<file path="src/rtl/alu_op_dispatch.sv">
// Issue-side controller for the ALU result path: accepts one operation, drives the units and
// result-mux select for LAT cycles, then captures and holds the selected result with status flags.
module alu_op_dispatch #(
  parameter int LAT = 1,
  parameter int W   = 16
) (
  input  logic         clk,
  input  logic         rst,
  input  logic         op_valid,
  output logic         op_ready,
  input  logic [3:0]   op_code,
  input  logic [W-1:0] op_a,
  input  logic [W-1:0] op_b,
  output logic [W-1:0] unit_a,
  output logic [W-1:0] unit_b,
  output logic [1:0]   sub_op,
  output logic [1:0]   ar_mux_en,
  input  logic [W-1:0] ar_mux_out,
  input  logic         add_sub_cout,
  output logic         res_valid,
  input  logic         res_ready,
  output logic [W-1:0] res_data,
  output logic         res_zero,
  output logic         res_neg,
  output logic         res_carry,
  output logic         res_err
);

  typedef enum logic [1:0] {IDLE, EXEC, HOLD} state_t;

  localparam logic [3:0] CNT_INIT = 4'(LAT - 1);

  state_t       r_state;
  logic [3:0]   r_cnt;
  logic         r_op_ready;
  logic [W-1:0] r_unit_a;
  logic [W-1:0] r_unit_b;
  logic [1:0]   r_sub_op;
  logic [1:0]   r_mux_en;
  logic         r_res_valid;
  logic [W-1:0] r_res_data;
  logic         r_res_zero;
  logic         r_res_neg;
  logic         r_res_carry;
  logic         r_res_err;
  logic [1:0]   w_class;

  assign w_class = op_code[3:2];

  always_ff @(posedge clk or posedge rst) begin
    if (rst) begin
      r_state     <= IDLE;
      r_cnt       <= '0;
      r_op_ready  <= 1'b1;
      r_unit_a    <= '0;
      r_unit_b    <= '0;
      r_sub_op    <= '0;
      r_mux_en    <= 2'b00;
      r_res_valid <= 1'b0;
      r_res_data  <= '0;
      r_res_zero  <= 1'b0;
      r_res_neg   <= 1'b0;
      r_res_carry <= 1'b0;
      r_res_err   <= 1'b0;
    end else begin
      case (r_state)
        IDLE: begin
          if (op_valid) begin
            r_unit_a   <= op_a;
            r_unit_b   <= op_b;
            r_sub_op   <= op_code[1:0];
            r_op_ready <= 1'b0;
            if (w_class != 2'b00) begin
              r_mux_en <= w_class;
              r_cnt    <= CNT_INIT;
              r_state  <= EXEC;
            end else begin
              // Illegal class never touches the units; report straight away.
              r_res_data  <= '0;
              r_res_err   <= 1'b1;
              r_res_zero  <= 1'b1;
              r_res_neg   <= 1'b0;
              r_res_carry <= 1'b0;
              r_res_valid <= 1'b1;
              r_state     <= HOLD;
            end
          end
        end
        EXEC: begin
          if (r_cnt != 4'd0) begin
            r_cnt <= r_cnt - 4'd1;
          end else begin
            r_res_data  <= ar_mux_out;
            r_res_zero  <= (ar_mux_out == '0);
            r_res_neg   <= ar_mux_out[W-1];
            r_res_carry <= (r_mux_en == 2'b11) & add_sub_cout;
            r_res_err   <= 1'b0;
            r_res_valid <= 1'b1;
            r_mux_en    <= 2'b00;
            r_state     <= HOLD;
          end
        end
        HOLD: begin
          if (r_res_valid && res_ready) begin
            r_res_valid <= 1'b0;
            r_op_ready  <= 1'b1;
            r_state     <= IDLE;
          end
        end
        default: begin
          r_state    <= IDLE;
          r_op_ready <= 1'b1;
          r_mux_en   <= 2'b00;
        end
      endcase
    end
  end

  assign op_ready  = r_op_ready;
  assign unit_a    = r_unit_a;
  assign unit_b    = r_unit_b;
  assign sub_op    = r_sub_op;
  assign ar_mux_en = r_mux_en;
  assign res_valid = r_res_valid;
  assign res_data  = r_res_data;
  assign res_zero  = r_res_zero;
  assign res_neg   = r_res_neg;
  assign res_carry = r_res_carry;
  assign res_err   = r_res_err;

endmodule
</file>
<file path="config.mk">
export PLATFORM = sky130hd
export DESIGN_NAME = alu_op_dispatch
export DESIGN_NICKNAME = d
export VERILOG_FILES = /design/src/rtl/alu_op_dispatch.sv
export SDC_FILE = /design/constraint.sdc
export NUM_CORES = 1
export LEC_CHECK = 0
export ABC_AREA = 1
export BUFFER_PORTS_ARGS = -buffer_cell sky130_fd_sc_hd__buf_2
export CORE_AREA = 2 2 79 81
export DETAILED_ROUTE_END_ITERATION = 12
export DIE_AREA = 0 0 81 83
export PLACE_DENSITY = 0.77
export SLEW_MARGIN = 5
export SYNTH_ARGS = -nofsm -noshare
export SYNTH_HDL_FRONTEND = slang
export SYNTH_SLANG_ARGS = --single-unit
</file>
<file path="constraint.sdc">
create_clock -name clk -period 2.3 [get_ports clk]
set_clock_uncertainty 0.15 [all_clocks]
set_input_delay 0.46 -clock clk [delete_from_list [all_inputs] [get_ports clk]]
set_output_delay 0.46 -clock clk [all_outputs]
set_load 0.1 [all_outputs]
</file>
=== After elaboration in Yosys (flattened, before gate mapping) ===
Index checks and enable logic that the tools add are counted.

* Equality and inequality tests: 9
* Add/subtract/negate cells: 1
* Reductions and logical operators: 14
* Bitwise logic cells: 3
* Multiplexer cells: 35

{| class="wikitable"
|+ Operators by type and width
! cell !! number
|-
| 16-bit 2-to-1 mux || 3
|-
| 16-bit case mux with 2 select lines || 1
|-
| 16-bit zero test || 1
|-
| 2-bit 2-to-1 mux || 7
|-
| 1-bit 2-to-1 mux || 12
|-
| 4-bit 2-to-1 mux || 3
|-
| 2-bit inequality test (second input constant) || 6
|-
| 2-bit case mux with 3 select lines || 2
|-
| 4-bit AND reduction || 3
|-
| 1-bit case mux with 2 select lines || 4
|-
| 4-bit case mux with 2 select lines || 1
|-
| 1-bit case mux with 3 select lines || 2
|-
| 3-bit AND reduction || 2
|-
| 5-bit AND reduction || 1
|-
| 2-bit equality test (second input constant) || 2
|-
| 2-bit nonzero test || 2
|-
| 4-bit nonzero test || 1
|-
| 4-bit by 1-bit subtractor with 4-bit output (second input constant) || 1
|-
| 3-bit nonzero test || 1
|-
| 2-bit by 1-bit equality test with 1-bit output (second input constant) || 1
|-
| 2-bit zero test || 1
|-
| 1-bit NOT || 2
|-
| 2-bit AND reduction || 1
|-
| 1-bit bitwise AND || 1
|-
| 1-bit logical AND || 1
|}

* Bits in registers: 64
* Logic and storage cells: 75
* Output and inout bits: 58

=== Logic depth before layout (Yosys ltp) ===
Gate-level depths: netlist (run 1).

* Word-level depth: 4
* Gate-level depth with buffers: 10

=== Least setup slack after synthesis (run 1) ===
OpenSTA, ideal clock, no wires.

* Path type: register to output
* Start: reg r_res_data[15], in the netlist res_data[15]
* End: out res_data[15]
* Path buffers: 1
* Arrival: 1.340 ns
* Setup slack: 0.350 ns
* Stages on the path, launching flop included: 2
* Path through: dfrtp_1 > buf_4

{| class="wikitable"
|+ RTL lines
! item !! line !! source
|-
| start: declaration || 41 || <nowiki>logic [W-1:0] r_res_data;</nowiki>
|-
| start signal: assignment || 93 || <nowiki>r_res_data <= ar_mux_out;</nowiki>
|-
| end: declaration || 22 || <nowiki>output logic [W-1:0] res_data,</nowiki>
|}

No word-level cell between the ends.

=== Final worst setup path (run 1) ===
* Start: reg r_op_ready, in the netlist op_ready
* End: out op_ready

{| class="wikitable"
|+ RTL lines
! item !! line !! source
|-
| start: declaration || 35 || <nowiki>logic r_op_ready;</nowiki>
|-
| start signal: assignment || 54 || <nowiki>r_op_ready <= 1'b1;</nowiki>
|-
| start signal: assignment || 72 || <nowiki>r_op_ready <= 1'b0;</nowiki>
|-
| start signal: assignment || 106 || <nowiki>r_op_ready <= 1'b1;</nowiki>
|-
| end: declaration || 10 || <nowiki>output logic op_ready,</nowiki>
|}

No word-level cell between the ends.

==> flow_metrics.py, run 1 <==
metrics = {
    "worst_setup_path": {
        "crit_path_max_fanout": 2,
        "critPathSlowestCell": "dfstp_2",
        "cp-start-kind": "flop",
        "cpPeakStageDelay_ns": 0.53,
        "crit_family": "flip-flops",
        "ff2ff_path_depth": 9,
        "ff2ff_setup_slack_ns": 0.56,
        "reg2reg_to": "res_data[5]",
        "crit_chain": "buf_2",
        "cp_num_buf_inv": 1,
        "worstPathRequired_ns": 1.69,
        "path_class": "reg2out",
        "cp.depth": 1,
        "crit-reg2reg-launch": "r_state[1]",
        "endpoint_kind": "output pin",
        "arrival_ns": 1.28,
    },
    "timing": {
        "slew-limit-headroom": 0.5693,
        "rsz0062_at_grt": "false",
        "finalHoldViolations": 0,
        "fin_ws_ns": 0.4100,
        "max_freq_ghz": 0.5291,
        "slew_violations": 0,
        "worstMarginPinSlew_ns": 0.6451,
        "final.setup.tns_ns": 0,
        "post-route-min-period_ns": 1.890,
        "fin_crit_sh": 0.8218,
        "final-setup-viol-count": 0,
    },
    "placed_design": {
        "pre_cts_slack_ns": 0.5654,
        "port_buffers": 114,
        "dp_hpwl_um": 4402,
        "place.gp.congestion": 0.7936,
    },
    "routing": {
        "route.detailed.drc": 0,
        "vias_per_cell": 4.745,
        "dr.first_iter.drc_count": 133,
        "wl_um": 6239,
        "postRouteAntennaNets": 0,
        "vias": 2420,
        "wl_per_cell_um": 12.23,
        "dr.pass1.iters": 4,
    },
    "clocking": {
        "hold_buffers": 0,
        "htreeDepth": 3,
        "clkSlewWorstSetupHoldPaths_ns": 0.06,
        "cts_made_buffers": 9,
        "clk-insertion-delay-late_ns": 0.34,
        "cts_sinks": 63,
        "cts_tree": "built",
        "cts_root_buffer": "clkbuf_8",
        "clockBufferDepth": 2,
        "ctsResizeCount": 0,
        "post_cts_buffers": 0,
    },
    "synth": {
        "ys_seq_elements": 63,
        "yosysSeqAreaShare": 0.5934,
        "syn_area_per_cell_um2": 8.414,
        "synth_warnings": 0,
        "syn_area_mm2": 0.002659,
        "synthDistinctLibCells": 20,
        "syn_nets": 375,
        "syn_inst": 316,
    },
    "floorplanning": {
        "initial_core_util": 0.4572,
        "rows": 28,
        "io-pin-count": 115,
        "die_height_um": 83,
        "coreArea_mm2": 0.005816,
        "die-area_mm2": 0.006723,
        "die_w_um": 81,
    },
    "finish": {
        "diodes": 0,
        "drive_gt1_frac": 0.3333,
        "nets": 490,
        "syn_to_final_growth_pct": 32.19,
    },
    "grt": {
        "grt_max_degree": 38,
        "gr-total-overflow": 0,
        "grt_pass1_wl_um": 10280,
        "grt_pass1_vias": 2403,
        "grtUsageTotal": 0.1977,
        "antenna_found_initial": 0,
    },
    "status": {
        "status": "finished clean",
    },
    "job": {
        "cap_violations": 0,
    },
    "min_path": {
        "hp-class": "in2async",
    },
}
[logic make-up after synthesis]
kind of cell	count (synthesis)	share of synthesized area
adder cells (fa/ha/maj)	2	0.009410
AO/OA/AOI/OAI	10	0.02070
buffers and inverters	25	0.04894
flip-flops	63	0.5934
AND/OR/NAND/NOR	216	0.3275
[flip-flops by register name, summed over array words and instances (netlist names), 2 cells and up]
signal / count
res_data: 16
unit_a: 16
unit_b: 16
r_cnt: 4
ar_mux_en: 2
r_state: 2
sub_op: 2
[stage by stage]
| stage | cell area, µm² | hold slack, ns | util | instances |
|---|---|---|---|---|
| final | 3515 | 0.05579 | 0.6043 | 510 |
| after global routing | 3515 | 0.1023 | 0.6043 | 510 |
| after global placement | 3269 | 0.2998 | 0.5622 | 495 |
| after CTS | 3515 | 0.06806 | 0.6043 | 510 |
| after floorplan | 2659 | 0.3030 | - | 316 |
| after detailed placement | 3269 | 0.3087 | 0.5622 | 495 |
[cells in the mapped netlist (all sizes together)]
library cell	number	share of area
nand2	176	0.25
dfrtp	62	0.58
nand3	22	0.041
nor2	15	0.025
inv	13	0.018
buf	9	0.026
o21ai	8	0.015
clkbuf	3	0.0042
ha	2	0.0094
o21bai	2	0.0056
or2	2	0.0047
dfstp	1	0.0099
nand4	1	0.0024
[layout make-up]
type                       count  area, µm²
clock buffer                  12      155.1
sequential                    63       1578
multi-input combinational    228      950.9
timing repair buffer         116      598.1
inverter                      13      48.80
fill                         531       2301
clock inverter                 3      90.09
tap                           75      93.84
[metal layers]
metal	vias up	GRT usage	routed length, µm
met5	-	0	0
met4	0	0.09091	116
met3	10	0.06413	554
met2	106	0.3193	2779
met1	1108	0.2368	2788
li1	1196	-	-
[worst max-delay path by stage]
stage                    start  slack [ns]      endpoint
finish                op_ready        0.41      op_ready
global route        r_state[1]        0.36   res_data[7]
CTS                   op_ready        0.39      op_ready
detailed placement  r_state[1]        0.57   res_data[5]
global placement    r_state[1]        0.64    r_state[1]
floorplan                  rst        0.12  ar_mux_en[0]
[cells in the final DEF, fill, tap and decap left out, drive strengths merged]
master,netlist,final
ha,2,2
buf,9,116
or2,2,2
nand3,22,22
dfrtp,62,62
dfstp,1,1
nor2,15,15
bufinv,0,3
nand4,1,1
o21ai,8,8
clkbuf,3,12
inv,13,13
o21bai,2,2
nand2,176,176
Power of run 1 is left out: the tool's default activity adds up to more than one toggle a clock period on the data nets, which glitch-free logic cannot reach.
==> run 2, diff against run 1 <==
Settings changed: ABC_AREA 1 to 0, CORE_AREA 2 2 79 81 to 2 2 83 85, DIE_AREA 0 0 81 83 to 0 0 85 87, PLACE_DENSITY 0.77 to 0.74.
Clock period 2.3 ns to 1.6 ns, I/O delays scaled along.
==> run 2 against run 1 <==
- the flow now finishes with violations (setup timing)
- die area grew 10%
- synthesized cell count fell by 30%
- routed wire length is 1.2% higher
==> flow_metrics.py, run 2 <==
metrics = {
    "grt": {
        "gr-total-overflow": 0,
        "grtUsageTotal": 0.1637,
        "grt_pass1_wl_um": 9570,
        "grt_pass1_vias": 2156,
        "grt_max_degree": 40,
        "antenna_found_initial": 0,
    },
    "timing": {
        "post-route-min-period_ns": 1.660,
        "rsz0062_at_grt": "true",
        "slew-limit-headroom": 0.6745,
        "worstMarginPinSlew_ns": 0.4916,
        "max_freq_ghz": 0.6024,
        "fin_crit_sh": 1.038,
        "fin_ws_ns": -0.06001,
        "slew_violations": 0,
        "finalHoldViolations": 0,
        "final-setup-viol-count": 23,
    },
    "placed_design": {
        "place_inst": 417,
        "port_buffers": 114,
        "dp_hpwl_um": 4345,
        "place.gp.congestion": 0.7869,
        "pre_cts_slack_ns": -0.09041,
    },
    "floorplanning": {
        "io-pin-count": 115,
        "die-area_mm2": 0.007395,
        "rows": 30,
        "coreArea_mm2": 0.006569,
        "die_height_um": 87,
        "initial_core_util": 0.4122,
        "die_w_um": 85,
    },
    "worst_setup_path": {
        "path_common_cell": "nor2_4",
        "critPathSlowestCell": "dfrtp_1",
        "ff2ff_path_depth": 6,
        "ff2ff_setup_slack_ns": -0.06,
        "crit-reg2reg-launch": "r_cnt[0]",
        "crit_path_max_fanout": 5,
        "crit_chain": "inv_2, ha_1, nor3b_4, nor2_4, nor2_4, mux2_4",
        "worstPathRequired_ns": 1.66,
        "cpPeakStageDelay_ns": 0.40,
        "endpoint_kind": "flop",
        "reg2reg_to": "res_zero",
        "path_class": "reg2reg",
        "crit_start": "r_cnt[0]",
        "endpoint": "res_zero",
        "arrival_ns": 1.72,
        "cp-start-kind": "flop",
    },
    "synth": {
        "yosysTopAreaCell": "dfrtp_1",
        "syn_area_mm2": 0.002708,
        "yosysMostFrequentCell": "dfrtp_1",
        "synth_commonest_cells": "dfrtp_1 (62), mux2_2 (36), nand2_1 (26)",
        "synthDistinctLibCells": 31,
        "synth_top_area_share": 0.5730,
        "ys_seq_elements": 63,
        "synth_warnings": 0,
        "syn_inst": 221,
        "synth_edf_count": 0,
        "async_reset_ff_frac": 1.000,
        "synth_area_leaders": "dfrtp_1 (57%), mux2_2 (15%), o31ai_1 (4.7%)",
        "syn_area_per_cell_um2": 12.25,
        "yosysSeqAreaShare": 0.5827,
        "synth_top_flop_cell": "dfrtp_1",
        "syn_nets": 280,
    },
    "finish": {
        "layout_common_cells": "buf_2 (69), dfrtp_1 (61), mux2_2 (34), clkbuf_4 (34), nand2_1 (26)",
        "regArea_mm2": 0.001579,
        "finalNonFillerCells": 439,
        "diodes": 0,
        "layout_commonest_cell": "buf_2",
        "nets": 414,
        "syn_to_final_growth_pct": 49.91,
        "multi_input_area_mm2": 0.001140,
        "drive_gt1_frac": 0.6212,
        "num-fill-cells": 517,
    },
    "min_path": {
        "worstHoldPathCells": 2,
        "hp-class": "in2reg",
    },
    "clocking": {
        "cts_made_buffers": 9,
        "cts_tree": "built",
        "htreeDepth": 3,
        "clkSlewWorstSetupHoldPaths_ns": 0.07,
        "clk-insertion-delay-late_ns": 0.32,
        "clockBufferDepth": 2,
        "cts_root_buffer": "clkbuf_8",
        "cts_sinks": 63,
    },
    "routing": {
        "dr.first_iter.drc_count": 48,
        "dr.pass1.iters": 5,
        "vias_per_cell": 5.050,
        "postRouteAntennaNets": 0,
        "wl_per_cell_um": 14.39,
        "route.detailed.drc": 0,
        "vias": 2217,
        "wl_um": 6316,
    },
    "status": {
        "violations": "setup timing",
        "status": "complete, but fails checks",
    },
    "job": {
        "cap_violations": 0,
    },
}
==> run 2: cell type report <==
| class | count | share of cell area |
|---|---|---|
| Inverter | 4 | 0.004624 |
| Clock inverter | 4 | 0.005549 |
| Tap cell | 80 | 0.02466 |
| Clock buffer | 11 | 0.03483 |
| Sequential cell | 63 | 0.3890 |
| Timing Repair Buffer | 139 | 0.2605 |
| Multi-Input combinational cell | 138 | 0.2808 |
==> run 2: worst min-delay path by stage <==
stage                         from            to  slack, ns
after floorplan                rst  ar_mux_en[0]       0.29
after global placement         rst  res_data[14]       0.20
after detailed placement       rst  res_data[14]       0.20
after CTS                  op_b[1]     unit_b[1]       0.05
after global routing      op_b[10]    unit_b[10]       0.05
final                      op_a[1]     unit_a[1]       0.07
==> run 2: metrics by stage <==
stage | hold slack [ns] | cell area (µm²) | TNS, ns | util
global route | 0.05320 | 4059 | -3.447 | 0.6179
detailed placement | 0.2031 | 3588 | -3.426 | 0.5463
floorplan | 0.2946 | 2739 | -1.396 | -
finish | 0.06960 | 4059 | -0.7181 | 0.6179
global placement | 0.1968 | 3588 | -3.295 | 0.5463
CTS | 0.05252 | 3780 | -0.3901 | 0.5754
==> run 2: cells by family (layout without fill, tap and decap cells) <==
family / after synthesis / after routing / synth area share
fa+ha+maj: 2 / 2 / 0.009241
simple gates: 50 / 50 / 0.08826
buf+inv: 20 / 158 / 0.04621
mux: 37 / 37 / 0.1534
flops: 63 / 63 / 0.5827
compound gates: 49 / 49 / 0.1201
==> run 2: per-layer routing <==
| metal | vias to the layer above | wire [µm] | GRT usage |
|---|---|---|---|
| met5 | - | 0 | 0 |
| met4 | 0 | 36 | 0.05628 |
| met3 | 4 | 465 | 0.05877 |
| met2 | 84 | 3185 | 0.2820 |
| met1 | 1071 | 2628 | 0.1893 |
| li1 | 1058 | - | - |
==> run 2: worst max-delay path, delay by kind of cell (launching register included) <==
family / cells / cell delay (ns)
adder cells (fa/ha/maj): 1 / 0.14
buffers and inverters: 1 / 0.07
flip-flops: 1 / 0.40
AND/OR/NAND/NOR: 3 / 0.49
multiplexers: 1 / 0.31
==> run 2: timing repair <==
item                                    4_1_cts  5_1_grt
setup buffers                                 1        1
endpoints found under the setup margin       60       75
cloned                                        0        4
hold endpoints to repair                     14        0
resized for setup                            21       64
hold buffers                                  1        0
pin swaps                                     0        2
Power of run 2 is left out for the same reason.
